<file path="src/rtl/pdm_sample_interp.sv">
`default_nettype none
// ============================================================================
//  Module      : pdm_sample_interp
//  Description : PCM sample FIFO feeding a PDM DAC. Releases one sample per
//                2^INTERP_SHIFT clocks and linearly ramps between samples.
//  Revision    : 1.0 - initial release
// ============================================================================
module pdm_sample_interp #(
    parameter int WIDTH        = 8,
    parameter int FIFO_DEPTH   = 16,
    parameter int INTERP_SHIFT = 8
) (
    input  logic                          clk,
    input  logic                          reset,
    input  logic [WIDTH-1:0]              in_data,
    input  logic                          in_valid,
    output logic                          in_ready,
    output logic [WIDTH-1:0]              sample_out,
    output logic                          tick,
    output logic                          underrun,
    output logic [$clog2(FIFO_DEPTH):0]   fifo_level
);

    localparam int                    c_AW         = $clog2(FIFO_DEPTH);
    localparam int                    c_ACC_W      = WIDTH + INTERP_SHIFT + 1;
    localparam logic [c_AW:0]         c_DEPTH      = (c_AW + 1)'(FIFO_DEPTH);
    localparam logic [INTERP_SHIFT-1:0] c_PHASE_LAST = '1;

    logic [WIDTH-1:0]          r_mem [FIFO_DEPTH];
    logic [c_AW-1:0]           r_wr_ptr;
    logic [c_AW-1:0]           r_rd_ptr;
    logic [c_AW:0]             r_count;
    logic [INTERP_SHIFT-1:0]   r_phase;
    logic [WIDTH-1:0]          r_target;
    logic signed [WIDTH:0]     r_delta;
    logic signed [c_ACC_W-1:0] r_acc;

    logic                      w_full;
    logic                      w_empty;
    logic                      w_push;
    logic                      w_pop;
    logic [WIDTH-1:0]          w_head;
    logic signed [WIDTH:0]     w_new_delta;
    logic signed [c_ACC_W-1:0] w_target_aligned;
    logic signed [c_ACC_W-1:0] w_delta_ext;

    assign w_full   = (r_count == c_DEPTH);
    assign w_empty  = (r_count == '0);
    assign w_push   = in_valid && !w_full;
    assign w_pop    = tick && !w_empty;
    assign w_head   = r_mem[r_rd_ptr];

    assign w_new_delta      = $signed({1'b0, w_head}) - $signed({1'b0, r_target});
    assign w_target_aligned = {1'b0, r_target, {INTERP_SHIFT{1'b0}}};
    assign w_delta_ext      = {{INTERP_SHIFT{r_delta[WIDTH]}}, r_delta};

    assign tick       = (r_phase == c_PHASE_LAST);
    assign underrun   = tick && w_empty;
    assign in_ready   = !w_full;
    assign fifo_level = r_count;
    assign sample_out = r_acc[WIDTH+INTERP_SHIFT-1:INTERP_SHIFT];

    always_ff @(posedge clk) begin
        if (w_push) begin
            r_mem[r_wr_ptr] <= in_data;
        end
    end

    always_ff @(posedge clk) begin
        if (reset) begin
            r_wr_ptr <= '0;
            r_rd_ptr <= '0;
            r_count  <= '0;
        end else begin
            if (w_push) begin
                r_wr_ptr <= r_wr_ptr + 1'b1;
            end
            if (w_pop) begin
                r_rd_ptr <= r_rd_ptr + 1'b1;
            end
            case ({w_push, w_pop})
                2'b10:   r_count <= r_count + 1'b1;
                2'b01:   r_count <= r_count - 1'b1;
                default: r_count <= r_count;
            endcase
        end
    end

    // Each tick re-seeds acc from the exact target so rounding never accumulates.
    always_ff @(posedge clk) begin
        if (reset) begin
            r_phase  <= '0;
            r_target <= '0;
            r_delta  <= '0;
            r_acc    <= '0;
        end else begin
            r_phase <= r_phase + 1'b1;
            if (tick) begin
                r_acc <= w_target_aligned;
                if (w_empty) begin
                    r_delta <= '0;
                end else begin
                    r_delta  <= w_new_delta;
                    r_target <= w_head;
                end
            end else begin
                r_acc <= r_acc + w_delta_ext;
            end
        end
    end

endmodule
`default_nettype wire

</file>
<file path="config.mk">
export PLATFORM = sky130hd
export DESIGN_NAME = pdm_sample_interp
export DESIGN_NICKNAME = d
export VERILOG_FILES = /design/src/rtl/pdm_sample_interp.sv
export SDC_FILE = /design/constraint.sdc
export NUM_CORES = 1
export LEC_CHECK = 0
export ABC_AREA = 1
export CORE_ASPECT_RATIO = 0.75
export CORE_MARGIN = 1.5
export CORE_UTILIZATION = 65
export DETAILED_ROUTE_END_ITERATION = 6
export PLACE_DENSITY = 0.94
export SYNTH_ARGS = -nofsm -noshare
export SYNTH_HDL_FRONTEND = slang
export SYNTH_SLANG_ARGS = --single-unit
</file>
<file path="constraint.sdc">
create_clock -name clk -period 8.4 [get_ports clk]
set_clock_uncertainty 0.15 [all_clocks]
set_input_delay 1.26 -clock clk [delete_from_list [all_inputs] [get_ports clk]]
set_output_delay 1.26 -clock clk [all_outputs]
set_load 0.05 [all_outputs]
</file>
# Yosys cells after proc, flatten, opt, wreduce, memory -nomap -nowiden
# Memory sizes are Yosys's and may differ from the RTL's. A register that Yosys moved wholly into a read port is not among the register bits.
# Index checks and enable logic that the tools add are counted.
# W data, S select, Z words.
totals:
  ff_bits: 55
  out_inout_bits: 16
  mem_bits_rw: 128
  inputBits: 11
  elab_cells: 37
  mem_count: 1
op_classes:
  eq_ne: 4
  bitwise: 1
  addsub: 7
  n_mux: 7
  n_reduce_logical: 9
mem_list:
  columns: ["name", "depth", "width", "rd", "rd_clocked_by_memory_dff", "wr", "line_no", "text"]
  rows:
  - ["r_mem", 16, 8, 1, 1, 1, "29", "logic [WIDTH-1:0] r_mem [FIFO_DEPTH];"]
op_table:
  columns: ["cell", "n"]
  rows:
  - ["$add A17 B9 Y17", 1]
  - ["$mux W16", 1]
  - ["$pmux W5 S2", 1]
  - ["$mux W9", 1]
  - ["$sub A8 B8 Y9", 1]
  - ["$add A4 B1 Y4 const B", 2]
  - ["$add A8 B1 Y8 const B", 1]
  - ["$eq A8 B8 Y1 const B", 1]
  - ["$mux W4", 2]
  - ["$add A5 B1 Y5 const B", 1]
  - ["$eq A5 B5 Y1 const B", 1]
  - ["$logic_not A5 Y1", 1]
  - ["$sub A5 B1 Y5 const B", 1]
  - ["$logic_and A1 B1 Y1", 3]
  - ["$eq A2 B1 Y1 const B", 1]
  - ["$eq A2 B2 Y1 const B", 1]
  - ["$logic_not A1 Y1", 2]
  - ["$mux W1", 2]
  - ["$reduce_and A2 Y1", 1]
  - ["$reduce_bool A2 Y1", 1]
  - ["$reduce_or A2 Y1", 1]
  - ["$not A1 Y1", 1]

# Depth between registers and ports, before layout
depth:
  depth_word: 5
  mapped_depth: 18

# Worst setup path before layout
# OpenSTA, ideal clock, no wires.
synth_path:
  path_type: "register to register"
  start: "reg r_count[4], in the netlist fifo_level[4]"
  end: "reg r_count[4], in the netlist fifo_level[4]"
  period_less_slack_ns: 3.201
  path_stages_with_launch: 11
  setup_time_ns: 0.138
  path_buffers: 0
  t_arrival_ns: 2.913
  path_slack_ns: 5.199
  required_time_ns: 8.112
  path_cell_list: "dfxtp_1 > nand4_1 > nand2_1 > ha_1 > inv_1 > fa_1 > o21ai_0 > a21oi_1 > xor2_1 > nand2_1 > a21oi_1"
synth_via:
  elab_chain_len: 5
  word_cells_on_any_way: 12
synth_rtl:
  columns: ["item", "line_no", "text"]
  rows:
  - ["start: declaration", "32", "logic [c_AW:0] r_count;"]
  - ["start signal: assignment", "82", "2'b10: r_count <= r_count + 1'b1;"]
  - ["start signal: assignment", "83", "2'b01: r_count <= r_count - 1'b1;"]
  - ["start signal: assignment", "84", "default: r_count <= r_count;"]
  - ["$eq A5 B5 Y1 *", "47", "assign w_full = (r_count == c_DEPTH);"]
  - ["$logic_not A1 Y1 *", null, null]
  - ["named net in_ready", "17", "output logic in_ready,"]
  - ["$logic_and A1 B1 Y1 *", "49", "assign w_push = in_valid && !w_full;"]
  - ["$eq A2 B1 Y1 or $eq A2 B2 Y1 (tied branches)", "81", "case ({w_push, w_pop})"]
  - ["$pmux W5 S2 or $reduce_bool A2 Y1 (tied branches)", null, null]
# Mark *: on every way through the listed nets, which the timed path passes. The rest lies on a longest branch.
# A chain may end at the register's enable or synchronous reset.

# Worst setup path after layout
layout_path:
  start: "reg r_phase[0]"
  end: "out underrun"
layout_via:
  elab_chain_len: 2
layout_rtl:
  columns: ["item", "line_no", "text"]
  rows:
  - ["start: declaration", "33", "logic [INTERP_SHIFT-1:0] r_phase;"]
  - ["start signal: assignment", "97", "r_phase <= r_phase + 1'b1;"]
  - ["$eq A8 B8 Y1", "57", "assign tick = (r_phase == c_PHASE_LAST);"]
  - ["$logic_and A1 B1 Y1", "58", "assign underrun = tick && w_empty;"]
  - ["end: declaration", "20", "output logic underrun,"]
# Every way passes these cells.

==> summary by stage <==
CTS
The depth of the CTS H-tree is 4. The clock sink total is 186. For the worst-skew pair, the clock arrives at the later sink with an insertion delay of 450 ps. The number of gates resized after CTS is 0. The clock-pin slew on the worst setup and hold paths is 70 ps. Clock tree synthesis selected as its root buffer the cell clkbuf_16. The TritonCTS buffer count is 17. TritonCTS built the clock tree. Buffers added to address setup during post-CTS repair amount to 0.

The number of hold buffers added after CTS was 0. The maximum buffer depth of the clock tree is 2.

Hold path
In this run the worst hold path is classified as reg -> reg. The path with the worst hold slack has its endpoint at r_phase[0]. The startpoint identified for the worst hold timing path is r_phase[0].

The count of cells along the worst hold path is 1.

Worst setup path
Data arrives at the worst endpoint at 2510 ps. Traced cell by cell, the critical path runs through ha_1 -> nand2_2 -> nor2_4 -> nand3_4 -> nor2_4 -> nand2_4 -> nor2_1 -> clkdlybuf4s50_1. Together, buffers and inverters on the worst path number 1. The kind of cell adding the most delay to the critical path is buffers and inverters. In this run the register-to-register setup slack is 4690 ps.

The type of the worst setup path is reg -> out. The worst register-to-register path ends at r_delta[7]. STA classifies the critical path startpoint as a flip-flop.

The cell seen most often among critical-path stages is nor2_4. STA classifies the critical path endpoint as an output port. STA puts the critical path data required time at 6990 ps.

For this design, the slowest cell found on the critical path is clkdlybuf4s50_1. The highest net fanout along the worst path is 16. In this design, the stage delay of the slowest critical-path cell is 810 ps. The length in cells of the worst reg-to-reg path is 16.

Yosys
A synthesized cell averages 9.35 um2. The number of warnings printed during yosys synthesis is 0. The number of instances in the synthesized netlist is 955.

For this run, asynchronously set or reset flops after synthesis account for 0. The fraction of the yosys area taken by sequential cells is 0.561. After synthesis the netlist holds a flip-flop and latch count of 186. The number of nets handed over by synthesis was 1003. After synthesis, the netlist uses 30 different library cells.

Among all flip-flop cells after synthesis, the most frequent one is edfxtp_1. The cell area that synthesis handed to floorplanning was 8930 um2. The count of flip-flops with a built-in enable after synthesis is 128.

Detailed routing
The via count is 6912. For this run, the detailed router's first-pass iteration total came to 7. The routed wire length is 21000 um. The detailed-route vias per instance is 6.03. After the first detailed-routing iteration, the DRC count stood at 1095. In the routed design, unresolved DRC markers number 20.

The final antenna-violating net count is 0. After detailed routing, the average wire length per cell comes to 18.3 um.

Placed design
The half-perimeter wire length after placement is 12700 um. The global placement routability congestion is 0.924. The number of buffers inserted by port buffering is 26.

The post-placement cell count is 1115.

Global route
The number of global-route vias before repair is 6643. The number of antenna violations at the first check in global routing came to 0. The global-route congestion overflow total is 0. The global-route usage over all layers is 0.300. The global-route wire length before repair is 33700 um. The pin count of the biggest net entering global routing is 129.

Timing
Setup violations remaining at the end of the flow were counted as 0. The normalized max-slew margin is 0.228. Subtracting the final worst setup slack from the clock period gives 3920 ps. The worst-margin pin slew is 1160 ps. Timing would allow up to 255 MHz. The fraction of the cycle the final worst path needs is 0.467. The final count of pins violating max slew came to 0. Setup repair after global routing left no endpoint under its margin. Setup total negative slack on the finished layout was measured at 0 ps. The count of endpoints failing hold in the final timing report is 0.

Floorplanning
The initial utilization of the core area, before any placement, comes to 0.676. The placeable core area is 13200 um2. In this run the count of I/O pins placed on the die edge is 27.

The vertical die dimension is 104 um. The area of the die is 14500 um2. The die outline width is 138 um. The number of standard-cell rows in the floorplan is 36.

Power
The internal power summed over all cells is 0.00140 W. The fraction of power spent switching nets is 0.238. The worst-case vdd ir drop is 228 uV.

For this design the total switching power over the nets is 0.000438 W. The combinational fraction of design power is 0.045. The register share of total power is 0.539.

The part of the total power dissipated in the clock network is 0.416. In this run the power density over the cells is 189 nW/um2. The leakage component of the power is 4.02 nW.

Layout
In the final layout, the share of cells above drive strength 1 is 0.0605. For this run, the number of standard cells in the final layout without fillers is 1147. 0 antenna diodes ended up in the layout. The area added between synthesis and finish is 9.42%. The net count of the finished layout is 1011. The final standard cell utilization of the core is 0.740.

Run status
The run finished, with violations left. The final reports fail on design-rule violations.

Job
The tool flagged a number of max-cap violations equal to 0.
-- registers in the layout, indices dropped and copies added, names as in the netlist, named ones only --
| register | count |
|---|---|
| r_mem | 128 |
| r_target | 8 |
| r_acc | 16 |
| r_phase | 8 |
| r_wr_ptr | 4 |
| fifo_level | 5 |
| r_rd_ptr | 4 |
| r_delta | 9 |
-- layer usage --
metal  share of wire  track usage  wire, um
met5               0            0         0
met4           0.044        0.140       927
met3            0.12       0.0824      2530
met2            0.46        0.469      9600
met1            0.38        0.392      7910
-- power by group through the flow --
stage | Clock (W) | Combinational (W) | Sequential [W]
after floorplan | 0 | 0.0000391 | 0.00102
after global placement | 0 | 0.0000723 | 0.00101
after detailed placement | 0 | 0.0000755 | 0.00101
after CTS | 0.000770 | 0.0000793 | 0.000993
after global routing | 0.000799 | 0.0000879 | 0.000994
final | 0.000766 | 0.0000823 | 0.000994
-- synth_stat cells, drive strengths merged, types with 10 or more instances --
cell type | instances | area (um2)
dfxtp | 58 | 1160
inv | 172 | 646
nand2 | 183 | 707
nand3 | 91 | 468
ha | 34 | 425
buf | 30 | 188
clkbuf | 10 | 37.5
edfxtp | 128 | 3840
a21oi | 71 | 382
o211ai | 34 | 255
o21ai | 57 | 285
nor2 | 51 | 214
-- area by class of cell --
class,count,area [um2]
Fill cell,786,3430
Inverter,172,646
Timing Repair Buffer,29,283
Clock buffer,19,433
Clock inverter,13,131
Sequential cell,186,5010
Tap cell,171,214
Multi-Input combinational cell,557,3050
-- how the worst max path moves through the flow --
stage	endpoint	cells after the start	slack (ps)	from
global route	underrun	8	4340	r_phase[0]
detailed placement	r_delta[4]	7	4950	reset
floorplan	fifo_level[4]	10	5200	fifo_level[4]
global placement	underrun	8	5010	r_phase[0]
finish	underrun	8	4480	r_phase[0]
CTS	underrun	8	4460	r_phase[0]
-- worst register-to-register path, delay by kind of cell (launching register included) --
| family | cells | cell delay, ps |
|---|---|---|
| AOI/OAI and AO/OA | 3 | 780 |
| DFF | 1 | 340 |
| buffers and inverters | 1 | 850 |
| and+or+nand+nor | 11 | 1110 |
| adders and majority gates | 1 | 380 |
-- cell families after synthesis --
logic type / share of synthesized area
AOI/OAI and AO/OA: 0.105
buffers and inverters: 0.0976
DFF: 0.561
xor gates and xnor gates: 0.0157
adders and majority gates: 0.0544
and+or+nand+nor: 0.167
-- placed cells by master (no fill, tap or decap), types with 4 or more instances in the layout --
| master | instances |
|---|---|
| nand2_1 | 177 |
| inv_1 | 172 |
| edfxtp_1 | 128 |
| nand3_1 | 90 |
| a21oi_1 | 64 |
| dfxtp_1 | 56 |
| o21ai_0 | 55 |
| nor2_1 | 48 |
| o211ai_1 | 34 |
| ha_1 | 34 |
| clkdlybuf4s50_1 | 26 |
| clkbuf_16 | 17 |
| xnor2_1 | 9 |
| xor2_1 | 7 |
| a21oi_2 | 7 |
| or2_2 | 6 |
| nand2_2 | 5 |
| inv_6 | 5 |
| nor3_1 | 4 |
-- through the flow --
step	hold slack (ps)	area [um2]	power (W)	setup slack, ps
after CTS	298	9770	0.00184	4460
after global routing	337	9770	0.00188	4340
final	291	9770	0.00184	4480
after global placement	281	9200	0.00109	5010
after detailed placement	283	9200	0.00109	4950
after floorplan	268	8930	0.00106	5200
Power figures use the tool's default switching activity.
